## src/rtl/alu_issue_if.sv

```systemverilog
// Request/response and alu16 operand bus for alu_issue_ctrl.
// With ALU_ACC_EN defined, the request also carries req_use_acc.
interface alu_issue_if #(
  parameter int WIDTH = 16,
  parameter int OPW   = 3
);
  logic             req_valid;
  logic             req_ready;
  logic [WIDTH-1:0] req_a;
  logic [WIDTH-1:0] req_b;
  logic [OPW-1:0]   req_op;
`ifdef ALU_ACC_EN
  logic             req_use_acc;
`endif
  logic [WIDTH-1:0] alu_a;
  logic [WIDTH-1:0] alu_b;
  logic [OPW-1:0]   alu_op;
  logic [WIDTH-1:0] alu_s;
  logic             rsp_valid;
  logic             rsp_ready;
  logic [WIDTH-1:0] rsp_result;
  logic             rsp_zero;
  logic             busy;

`ifdef ALU_ACC_EN
  modport master (
    output req_valid, req_a, req_b, req_op, req_use_acc, rsp_ready, alu_s,
    input  req_ready, alu_a, alu_b, alu_op, rsp_valid, rsp_result, rsp_zero, busy
  );
  modport slave (
    input  req_valid, req_a, req_b, req_op, req_use_acc, rsp_ready, alu_s,
    output req_ready, alu_a, alu_b, alu_op, rsp_valid, rsp_result, rsp_zero, busy
  );
`else
  modport master (
    output req_valid, req_a, req_b, req_op, rsp_ready, alu_s,
    input  req_ready, alu_a, alu_b, alu_op, rsp_valid, rsp_result, rsp_zero, busy
  );
  modport slave (
    input  req_valid, req_a, req_b, req_op, rsp_ready, alu_s,
    output req_ready, alu_a, alu_b, alu_op, rsp_valid, rsp_result, rsp_zero, busy
  );
`endif
endinterface

```

## src/rtl/alu_issue_ctrl.sv

```systemverilog
// Issues one request at a time to a combinational alu16, waits SETTLE_CYCLES, returns result.
// Optional accumulator operand source enabled by defining ALU_ACC_EN.
module alu_issue_ctrl #(
  parameter int WIDTH         = 16,
  parameter int OPW           = 3,
  parameter int SETTLE_CYCLES = 1
) (
  input  logic     clk,
  input  logic     reset,
  alu_issue_if.slave bus
);
  typedef enum logic [1:0] {IDLE, EXEC, RESP} state_t;

  state_t           state_q, state_d;
  logic [3:0]       cnt_q, cnt_d;
  logic [WIDTH-1:0] a_q, a_d;
  logic [WIDTH-1:0] b_q, b_d;
  logic [OPW-1:0]   op_q, op_d;
  logic [WIDTH-1:0] res_q, res_d;
  logic             zero_q, zero_d;
  logic             vld_q, vld_d;
`ifdef ALU_ACC_EN
  logic [WIDTH-1:0] acc_q, acc_d;
`endif

  always_comb begin
    state_d = state_q;
    cnt_d   = cnt_q;
    a_d     = a_q;
    b_d     = b_q;
    op_d    = op_q;
    res_d   = res_q;
    zero_d  = zero_q;
    vld_d   = vld_q;
`ifdef ALU_ACC_EN
    acc_d   = acc_q;
`endif
    case (state_q)
      IDLE: begin
        if (bus.req_valid) begin
          a_d = bus.req_a;
`ifdef ALU_ACC_EN
          if (bus.req_use_acc) a_d = acc_q;
`endif
          b_d     = bus.req_b;
          op_d    = bus.req_op;
          cnt_d   = 4'(SETTLE_CYCLES);
          state_d = EXEC;
        end
      end
      EXEC: begin
        cnt_d = cnt_q - 4'd1;
        // Operand regs have been stable for SETTLE_CYCLES edges by the time cnt reaches 1.
        if (cnt_q == 4'd1) begin
          res_d   = bus.alu_s;
          zero_d  = (bus.alu_s == '0);
          vld_d   = 1'b1;
`ifdef ALU_ACC_EN
          acc_d   = bus.alu_s;
`endif
          state_d = RESP;
        end
      end
      RESP: begin
        if (bus.rsp_ready) begin
          vld_d   = 1'b0;
          state_d = IDLE;
        end
      end
      default: state_d = IDLE;
    endcase
  end

  always_ff @(posedge clk or posedge reset) begin
    if (reset) begin
      state_q <= IDLE;
      cnt_q   <= '0;
      a_q     <= '0;
      b_q     <= '0;
      op_q    <= '0;
      res_q   <= '0;
      zero_q  <= 1'b1;
      vld_q   <= 1'b0;
    end else begin
      state_q <= state_d;
      cnt_q   <= cnt_d;
      a_q     <= a_d;
      b_q     <= b_d;
      op_q    <= op_d;
      res_q   <= res_d;
      zero_q  <= zero_d;
      vld_q   <= vld_d;
    end
  end

`ifdef ALU_ACC_EN
  always_ff @(posedge clk or posedge reset) begin
    if (reset) acc_q <= '0;
    else       acc_q <= acc_d;
  end
`endif

  assign bus.req_ready  = (state_q == IDLE);
  assign bus.busy       = (state_q != IDLE);
  assign bus.alu_a      = a_q;
  assign bus.alu_b      = b_q;
  assign bus.alu_op     = op_q;
  assign bus.rsp_valid  = vld_q;
  assign bus.rsp_result = res_q;
  assign bus.rsp_zero   = zero_q;
endmodule

```

## src/flat_wrapper.sv

```systemverilog
// flat-port wrapper written by rule: the top's interface ports become plain ports
module alu_issue_ctrl_flat 
#(
  parameter int WIDTH         = 16,
  parameter int OPW           = 3,
  parameter int SETTLE_CYCLES = 1
)
  (clk, reset, bus_req_valid, bus_req_a, bus_req_b, bus_req_op, bus_rsp_ready, bus_alu_s, bus_req_ready, bus_alu_a, bus_alu_b, bus_alu_op, bus_rsp_valid, bus_rsp_result, bus_rsp_zero, bus_busy);
  alu_issue_if #(.WIDTH(WIDTH), .OPW(OPW)) bus_i ();
  input  logic clk;
  input  logic reset;
  input wire logic [$bits(bus_i.req_valid)-1:0] bus_req_valid;
  input wire logic [$bits(bus_i.req_a)-1:0] bus_req_a;
  input wire logic [$bits(bus_i.req_b)-1:0] bus_req_b;
  input wire logic [$bits(bus_i.req_op)-1:0] bus_req_op;
  input wire logic [$bits(bus_i.rsp_ready)-1:0] bus_rsp_ready;
  input wire logic [$bits(bus_i.alu_s)-1:0] bus_alu_s;
  output wire logic [$bits(bus_i.req_ready)-1:0] bus_req_ready;
  output wire logic [$bits(bus_i.alu_a)-1:0] bus_alu_a;
  output wire logic [$bits(bus_i.alu_b)-1:0] bus_alu_b;
  output wire logic [$bits(bus_i.alu_op)-1:0] bus_alu_op;
  output wire logic [$bits(bus_i.rsp_valid)-1:0] bus_rsp_valid;
  output wire logic [$bits(bus_i.rsp_result)-1:0] bus_rsp_result;
  output wire logic [$bits(bus_i.rsp_zero)-1:0] bus_rsp_zero;
  output wire logic [$bits(bus_i.busy)-1:0] bus_busy;
  assign bus_i.req_valid = bus_req_valid;
  assign bus_i.req_a = bus_req_a;
  assign bus_i.req_b = bus_req_b;
  assign bus_i.req_op = bus_req_op;
  assign bus_i.rsp_ready = bus_rsp_ready;
  assign bus_i.alu_s = bus_alu_s;
  assign bus_req_ready = bus_i.req_ready;
  assign bus_alu_a = bus_i.alu_a;
  assign bus_alu_b = bus_i.alu_b;
  assign bus_alu_op = bus_i.alu_op;
  assign bus_rsp_valid = bus_i.rsp_valid;
  assign bus_rsp_result = bus_i.rsp_result;
  assign bus_rsp_zero = bus_i.rsp_zero;
  assign bus_busy = bus_i.busy;
  alu_issue_ctrl #(.WIDTH(WIDTH), .OPW(OPW), .SETTLE_CYCLES(SETTLE_CYCLES)) u_core (.clk(clk), .reset(reset), .bus(bus_i));
endmodule
```

## config.mk

```make
export PLATFORM = sky130hd
export DESIGN_NAME = alu_issue_ctrl_flat
export DESIGN_NICKNAME = d
export VERILOG_FILES = /design/src/rtl/alu_issue_if.sv /design/src/rtl/alu_issue_ctrl.sv /design/src/flat_wrapper.sv
export SDC_FILE = /design/constraint.sdc
export NUM_CORES = 1
export LEC_CHECK = 0
export BUFFER_PORTS_ARGS = -buffer_cell sky130_fd_sc_hd__buf_2
export CAP_MARGIN = 20
export CORE_MARGIN = 3
export CORE_UTILIZATION = 49
export CTS_CLUSTER_DIAMETER = 150
export CTS_CLUSTER_SIZE = 14
export DETAILED_ROUTE_END_ITERATION = 10
export GPL_TIMING_DRIVEN = 0
export PLACE_DENSITY = 0.83
export SYNTH_ARGS = -nofsm -noshare
export SYNTH_HDL_FRONTEND = slang
export SYNTH_SLANG_ARGS = --single-unit
```

## constraint.sdc

```tcl
create_clock -name clk -period 4 [get_ports clk]
set_input_delay 0.4 -clock clk [delete_from_list [all_inputs] [get_ports clk]]
set_output_delay 0.4 -clock clk [all_outputs]
set_load 0.005 [all_outputs]
```

==> After elaboration in Yosys (flattened, before gate mapping) <==
Cells that the tools add are included.
{ "totals": {"input_bits": 55, "reg_bits": 59} }
{ "classes": {"reduce_logical": 10, "muxes": 9, "add_sub_neg": 1, "eq_ne": 6} }
{ "ops": {"columns": ["op", "n"], "rows": [
  ["16-bit logical NOT", 1],
  ["4-bit case mux with 2 select lines", 1],
  ["2-bit two-way mux", 3],
  ["2-bit case mux with 3 select lines", 1],
  ["2-bit AND reduction", 3],
  ["3-bit AND reduction", 2],
  ["2-bit nonzero test", 3],
  ["4-bit by 1-bit == test with 1-bit output (second input constant)", 1],
  ["4-bit two-way mux", 1],
  ["2-bit inequality test (second input constant)", 2],
  ["4-bit by 1-bit subtractor with 4-bit output (second input constant)", 1],
  ["2-bit by 1-bit == test with 1-bit output (second input constant)", 1],
  ["2-bit == test (second input constant)", 1],
  ["2-bit logical NOT", 1],
  ["1-bit two-way mux", 2],
  ["2-bit by 1-bit inequality test with 1-bit output (second input constant)", 1],
  ["1-bit case mux with 2 select lines", 1]
]} }

==> Longest topological paths before layout <==
Gate-level depths: netlist of the first run.
{ "depth": {"ltp_word": 3, "ltp_mapped": 6, "ltp_nobuf": 5} }

==> Least setup slack after synthesis of the first run <==
No wires, ideal clock.
{ "synth_timing": {"kind": "register to register", "startpoint": "register u_core.cnt_q[1]", "endpoint": "register u_core.res_q[0] (netlist: u_core.bus.rsp_result[0])", "arrival_time_ns": 1.369, "path_buffers": 1, "setup_ns": 0.125, "period_less_slack_ns": 1.495, "setup_slack_ns": 2.505, "path_stages_with_launch": 7, "path_cell_list": "dfrtp_1 inv_1 ha_1 nor3b_4 nand2_4 buf_6 mux2_4"} }
{ "synth_between": {"elab_chain_cells": 2} }
{ "synth_lines": {"columns": ["element", "line", "rtl"], "rows": [
  ["from (decl)", "alu_issue_ctrl.sv:15", "logic [3:0] cnt_q, cnt_d;"],
  ["from (signal assigned)", "alu_issue_ctrl.sv:86", "cnt_q <= cnt_d;"],
  ["4-bit by 1-bit == test with 1-bit output", "alu_issue_ctrl.sv:54", "if (cnt_q == 4'd1) begin"],
  ["2-bit AND reduction (no line)", null, null],
  ["to (signal assigned)", "alu_issue_ctrl.sv:90", "res_q <= res_d;"],
  ["to (decl)", "alu_issue_ctrl.sv:19", "logic [WIDTH-1:0] res_q, res_d;"]
]} }
No other way between the ends.
A chain may end at the register's enable or synchronous reset.

==> Worst setup path after layout of the first run <==
{ "layout_timing": {"startpoint": "register u_core.state_q[1]", "endpoint": "output bus_req_ready"} }
{ "layout_between": {"elab_chain_cells": 1} }
{ "layout_lines": {"columns": ["element", "line", "rtl"], "rows": [
  ["from (decl)", "alu_issue_ctrl.sv:14", "state_t state_q, state_d;"],
  ["from (signal assigned)", "alu_issue_ctrl.sv:85", "state_q <= state_d;"],
  ["2-bit logical NOT", "alu_issue_ctrl.sv:103", "assign bus.req_ready = (state_q == IDLE);"],
  ["to (decl)", "flat_wrapper.sv:18", "output wire logic [$bits(bus_i.req_ready)-1:0] bus_req_ready;"]
]} }
No other way between the ends.

==> impl_metrics.csv, run 1 <==
group,metric,value,unit
logic_synthesis,synth_area_per_cell,15.6,sq um
power_and_ir_drop,post_route_total_power,2.53,mW
power_and_ir_drop,power_leakage,1.60,nW
route,route.antenna.remaining_nets,0,
die,rows,24,
timing,max_freq,606,MHz
worst_setup_path,crit_path_max_incr_delay,0.45,ns
die,floorplan.die_area,5680,sq um
layout,fin_nets,329,
timing,max_slew.worst_pin.slew,0.706,ns
power_and_ir_drop,share_comb_of_total_power,39.5,%
clocking,numCtsBuffers,9,
clocking,cts_hold_repair.buffers,0,
global_route,initial_antenna_violation_count,0,
logic_synthesis,synth_top_area_share,61.5,%
layout,multiInputGateArea,827,sq um
logic_synthesis,synthesis.area,2360,sq um
timing,finalCriticalPeriod,1.65,ns
global_route,grt_util_all_layers,19.2,%
worst_setup_path,crit_path_end_kind,"output pin",
timing,layout_worst_path_cycle_share,41.3,%
timing,rsz_0062_raised_after_global_routing,"false",
clocking,cts-resized-gates,0,
logic_synthesis,synth-seq-cells,59,
route,route.final.wire_length,4860,um
worst_setup_path,timing_worst_setup_path_type,"register to output pin",
die,core-area,4500,sq um
clocking,cts_post_setup_buffers_inserted,0,
route,detailedRoute.firstPassIterationCount,4,
clocking,tritoncts_clock_tree,"yes",
logic_synthesis,ys_top_cells_by_area,"dfrtp_1 62%, mux2_2 20%, mux2_4 5.1%, dfstp_2 1.1%, ha_1 1.1%",
die,ios,110,
logic_synthesis,synth_nets,208,
layout,area_growth,34.1,%
clocking,clk_pin_slew_worst_paths,0.06,ns
logic_synthesis,yosysSeqAreaShare,62.7,%
layout,n_fill_cell,326,
logic_synthesis,synth-warning-count,0,
timing,finalMaxSlewViolations,0,
route,post_drt_wl_per_cell,14.8,um
global_route,grt_max_degree,34,
job,maxCapViolCount,0,
die,dieHeight,75.4,um
worst_setup_path,worst_path_max_delay_cell,"dfrtp_1",
logic_synthesis,synth-edff-count,0,
layout,number_of_antenna_repair_diodes,0,
power_and_ir_drop,switchingPower,0.773,mW
timing,final-hold-violation-count,0,
logic_synthesis,synth-main-ff-cell,"dfrtp_1",
route,vias_per_cell,4.96,
clocking,clock_tree.root_cell,"clkbuf_8",
power_and_ir_drop,swShare,30.5,%
hold_path,hold_path.class,"primary input to asynchronous set/reset pin",
clocking,cts_num_sinks,59,
die,start_util,52.4,%
worst_setup_path,timing.critical_path.required,3.60,ns
timing,final.setup.tns,0,ns
status,outcome,"finished, final reports clean",
route,drc,0,
route,dr_total_vias,1631,
power_and_ir_drop,cellInternalPower,1.76,mW
clocking,ctsLongestPathBuffers,2,
worst_setup_path,worst-endpoint-arrival,1.25,ns
timing,final_setup_violation_count,0,
worst_setup_path,critical_path.top_delay_family,"flip-flops",
layout,storage_cell_area,1480,sq um
global_route,globalRoute.totalOverflow,0,
worst_setup_path,worst-path-buf-inv,2,
power_and_ir_drop,power_density,801,nW/um^2
power_and_ir_drop,pwr-share-seq,41.9,%
layout,final_layout_size_suffix_gt1_share,66.1,%
logic_synthesis,synth_top_area_cell,"dfrtp_1",
logic_synthesis,async_set_reset_flop_share_out_of_synthesis,100,%
worst_setup_path,crit_path_cells,"or2_2 -> inv_1 -> buf_2",
timing,skew,0.00298,ns
power_and_ir_drop,worst_case_vdd_ir_drop,473,uV
timing,timing.max_slew.rel_slack,52.8,%
global_route,grt_first_pass_wirelength,7940,um
die,chipWidth,75.4,um
global_route,grt_pass1_vias,1709,
placed_design,detailed_place_hpwl,3740,um
clocking,ctsHtreeMaxLevel,3,
power_and_ir_drop,clkPwrFrac,18.5,%
clocking,clock_insertion_delay_worst_skew,0.32,ns
placed_design,gpl.final_weighted_congestion,0.756,
logic_synthesis,synth.distinct_cells,29,
worst_setup_path,critical_path.startpoint_type,"register",
worst_setup_path,critical_path_peak_fanout,7,
placed_design,number_of_buffers_inserted_by_port_buffering,109,
logic_synthesis,netlist_instances,151,
route,drt_first_iter_violations,57,
-- power groups by stage --
stage          clock, mW  combinational [mW]  sequential, mW
2_1_floorplan          0               0.574            1.09
3_3_place_gp           0               0.979            1.06
3_5_place_dp           0                1.02            1.07
4_1_cts            0.488                1.02            1.07
5_1_grt            0.515                1.11            1.11
6_report           0.469                1.00            1.06
-- kinds of logic (layout without fill, tap and decap cells) --
kind of cell,Yosys count,in the layout,synth area share [%]
AND/OR/NAND/NOR,18,18,5.52
flip-flops,59,59,62.7
buffers and inverters,11,137,2.28
AO/OA/AOI/OAI,7,7,1.70
XOR/XNOR,2,2,0.743
multiplexers,52,52,26.0
adder cells (fa/ha/maj),2,2,1.06
-- routing by layer --
layer / global-route usage (%) / routed length, um / vias to the layer above
met4: 9.32 / 77 / 0
li1: - / - / 770
met5: 0 / 0 / -
met2: 30.7 / 2360 / 75
met3: 6.73 / 418 / 7
met1: 23.1 / 2000 / 779
-- placed cells by master, fill, tap and decap left out, drive strengths merged --
| master | netlist | final |
|---|---|---|
| buf | 5 | 115 |
| dfrtp | 58 | 58 |
| mux2 | 51 | 51 |
| clkbuf | 0 | 14 |
| inv | 6 | 6 |
| nor4 | 4 | 4 |
| nand2 | 3 | 3 |
| nor3 | 2 | 2 |
| a21oi | 2 | 2 |
| nand3b | 2 | 2 |
| o21ai | 2 | 2 |
| ha | 2 | 2 |
| clkinv | 0 | 2 |
| nor3b | 2 | 2 |
| or2 | 1 | 1 |
| nand2b | 1 | 1 |
| o21bai | 1 | 1 |
| and2b | 1 | 1 |
| o22ai | 1 | 1 |
| xor2 | 1 | 1 |
| nor2 | 1 | 1 |
| a31oi | 1 | 1 |
| nand4 | 1 | 1 |
| mux2i | 1 | 1 |
| xnor2 | 1 | 1 |
| dfstp | 1 | 1 |
-- worst paths after layout --
path	slack (ns)	endpoint	startpoint	depth (start not counted)
max in group asynchronous	3.15	u_core.bus.rsp_zero	reset	3
min in group clk	0.28	u_core.bus.rsp_valid	bus_rsp_ready	2
max	2.35	bus_req_ready	u_core.state_q[1]	3
min reg2reg	0.48	u_core.bus.alu_a[11]	u_core.bus.alu_a[11]	1
max reg2reg	2.37	u_core.bus.rsp_result[6]	u_core.cnt_q[1]	6
min	0.19	u_core.bus.alu_a[1]	reset	2
-- state kept, by name (all words and copies together), names as in the netlist --
| name | cells |
|---|---|
| u_core.bus.alu_a | 16 |
| u_core.bus.alu_b | 16 |
| u_core.bus.alu_op | 3 |
| u_core.bus.rsp_result | 16 |
| u_core.bus.rsp_valid | 1 |
| u_core.bus.rsp_zero | 1 |
| u_core.cnt_q | 4 |
| u_core.state_q | 2 |
-- stage by stage --
stage / hold slack (ns) / instances / util (%) / area (sq um) / worst slack, ns
6_report: 0.190 / 329 / 70.2 / 3160 / 2.35
5_1_grt: 0.240 / 329 / 70.2 / 3160 / 2.24
4_1_cts: 0.193 / 329 / 70.2 / 3160 / 2.32
3_5_place_dp: 0.469 / 313 / 66.4 / 2990 / 2.36
3_3_place_gp: 0.453 / 312 / 65.9 / 2970 / 1.47
2_1_floorplan: 0.457 / 151 / - / 2360 / 2.15
-- cell type report --
cell class	count	area share [%]
inverter	6	0.712
clock inverter	2	0.317
timing repair buffer	110	17.9
sequential	59	46.7
buffer	5	0.989
multi-input combinational	81	26.2
clock buffer	14	5.14
tap	52	2.06
-- synth_stat cells, types with 2 or more instances --
cell type  instances
a21oi_1            2
o21ai_0            2
nand3b_1           2
dfrtp_1           58
ha_1               2
mux2_1             2
nor3_1             2
mux2_2            41
nand2_1            2
buf_2              4
nor4_1             4
inv_1              6
mux2_4             8
Note: power is estimated with default switching activity, not from simulation.
==> inputs of run 2 (changes only) <==
Settings changed: CORE_UTILIZATION 49 to 41, PLACE_DENSITY 0.83 to 0.75.
Clock period 4 ns to 1.3 ns, I/O delays scaled along.
==> impl_metrics.csv, run 2 (same netlist as run 1, synthesis figures left out) <==
group,metric,value,unit
status,outcome,"finished, violations left",
status,failing_checks,"negative setup slack",
global_route,globalRoute.totalOverflow,0,
placed_design,detailed_place_hpwl,3850,um
layout,area_growth,53.2,%
worst_setup_path,setup.worst_path.start,"u_core.state_q[1]",
clocking,cts_num_sinks,59,
worst_setup_path,worst-endpoint-arrival,1.71,ns
hold_path,hold_path.class,"primary input to register",
placed_design,gpl.final_weighted_congestion,0.691,
global_route,grt_pass1_vias,1849,
hold_path,hp-start,"bus_req_a[2]",
global_route,grt_first_pass_wirelength,8630,um
global_route,grt_util_all_layers,17.1,%
clocking,clock_tree.root_cell,"clkbuf_8",
worst_setup_path,crit_path_end_kind,"register",
layout,number_of_antenna_repair_diodes,0,
layout,fin_nets,345,
die,chipWidth,81.8,um
die,floorplan.die_area,6700,sq um
worst_setup_path,regToRegStartpoint,"u_core.state_q[1]",
power_and_ir_drop,power_density,2500,nW/um^2
route,drt_first_iter_violations,33,
hold_path,timing.hold.worst_path_depth,2,
worst_setup_path,critical_path.startpoint_type,"register",
timing,max_slew.worst_pin.slew,0.491,ns
job,maxCapViolCount,0,
timing,skew,0.00698,ns
worst_setup_path,timing.critical_path.required,1.50,ns
clocking,clk_pin_slew_worst_paths,0.06,ns
timing,timing.final.ws_setup,-0.202,ns
worst_setup_path,critical_path_peak_fanout,6,
route,post_drt_wl_per_cell,15.1,um
timing,holdWs,0.0356,ns
route,drc,0,
die,rows,26,
worst_setup_path,crit_path_max_incr_delay,0.45,ns
timing,timing.max_slew.rel_slack,67.2,%
placed_design,number_of_buffers_inserted_by_port_buffering,109,
die,core-area,5340,sq um
worst_setup_path,timing_worst_setup_path_type,"register to register",
die,start_util,44.2,%
layout,mostFrequentLayoutCells,"107 x buf_2, 55 x dfrtp_1, 44 x mux2_4, 10 x clkbuf_8, 8 x buf_6",
timing,rsz_0062_raised_after_global_routing,"true",
hold_path,hold_end,"u_core.bus.alu_a[2]",
timing,max_freq,666,MHz
global_route,grt_max_degree,39,
die,ios,110,
power_and_ir_drop,worst_case_vdd_ir_drop,1360,uV
worst_setup_path,worst_path_max_delay_cell,"dfrtp_2",
power_and_ir_drop,power_leakage,1.84,nW
worst_setup_path,ff2ff_path_depth,4,
clocking,tritoncts_clock_tree,"yes",
timing,final_setup_violation_count,55,
route,detailedRoute.firstPassIterationCount,4,
layout,most_common_cell_after_layout_fill_and_taps_aside,"buf_2",
route,dr_total_vias,1713,
clocking,ctsHtreeMaxLevel,3,
timing,layout_worst_path_cycle_share,116,%
route,route.antenna.remaining_nets,0,
layout,final_layout_size_suffix_gt1_share,70.9,%
clocking,ctsLongestPathBuffers,2,
placed_design,dpl.cell_count,331,
global_route,initial_antenna_violation_count,0,
route,route.final.wire_length,5470,um
timing,final-hold-violation-count,0,
clocking,clock_insertion_delay_worst_skew,0.32,ns
clocking,numCtsBuffers,9,
timing,finalMaxSlewViolations,0,
layout,final_area,3610,sq um
layout,layout.cells.non_filler,362,
worst_setup_path,crit_path_cells,"nor3b_4 -> buf_6 -> clkbuf_16 -> mux2_4",
worst_setup_path,regToRegSetupSlack,-0.20,ns
route,vias_per_cell,4.73,
die,dieHeight,81.8,um
placed_design,detailed_place.area,3140,sq um
worst_setup_path,crit-reg2reg-capture,"u_core.bus.alu_b[4]",
timing,finalCriticalPeriod,1.50,ns
worst_setup_path,worst-path-buf-inv,2,
worst_setup_path,critical_path.top_delay_family,"flip-flops",
## run 2: cell type report
type / instances / area [sq um]
clock inverters: 3 / 15.0
clock buffers: 12 / 145
multi-input cells: 81 / 991
well taps: 70 / 87.6
flip-flops and latches: 59 / 1480
fillers: 413 / 1720
repair buffers: 127 / 786
inverters: 6 / 26.3
plain buffers: 4 / 80.1
## run 2: worst max-delay path by stage
stage | to | slack, ns | depth (start not counted)
floorplan | u_core.bus.rsp_result[0] | -0.19 | 6
global placement | u_core.bus.rsp_result[1] | -0.31 | 6
detailed placement | u_core.bus.rsp_result[5] | -0.35 | 6
CTS | u_core.bus.rsp_result[5] | -0.21 | 6
global route | u_core.bus.rsp_result[0] | -0.24 | 6
finish | u_core.bus.alu_b[4] | -0.20 | 4
## run 2: worst register-to-register path, stage by stage (launching register included)
cell	delay, ns
dfrtp_2	0.45
nor3b_4	0.28
buf_6	0.19
clkbuf_16	0.16
mux2_4	0.29
## run 2: through the flow
stage          setup WS (ns)  setup TNS [ns]  power (mW)  util [%]
2_1_floorplan         -0.195           -3.24        5.54         -
3_3_place_gp          -0.311           -9.01        6.75      58.5
3_5_place_dp          -0.346           -9.67        6.88      58.9
4_1_cts               -0.207           -6.98        8.84      65.7
5_1_grt               -0.244          -10.51        9.69      67.7
6_report              -0.202           -8.26        9.03      67.7
## run 2: repair_timing
item                                    in CTS  in global routing
buffers inserted                            11                  1
endpoints found under the hold margin       22                  0
hold buffers                                 2                  0
endpoints found under the setup margin      56                 57
pin swaps                                    3                  3
resized for setup                           32                  7
gates cloned                                 0                  3
## run 2: layer usage
metal	vias to the layer above	share of wire, %	GRT usage [%]
met5	-	0	0
met4	0	0.97	6.98
met3	5	11	6.36
met2	94	44	26.2
met1	811	44	22.0
li1	803	-	-
## run 2: power by group
| group | switching (mW) | leakage [nW] | internal, mW |
|---|---|---|---|
| logic | 1.50 | 1.07 | 2.83 |
| clock network | 0.637 | 0.0860 | 0.723 |
| registers | 0.563 | 0.689 | 2.78 |
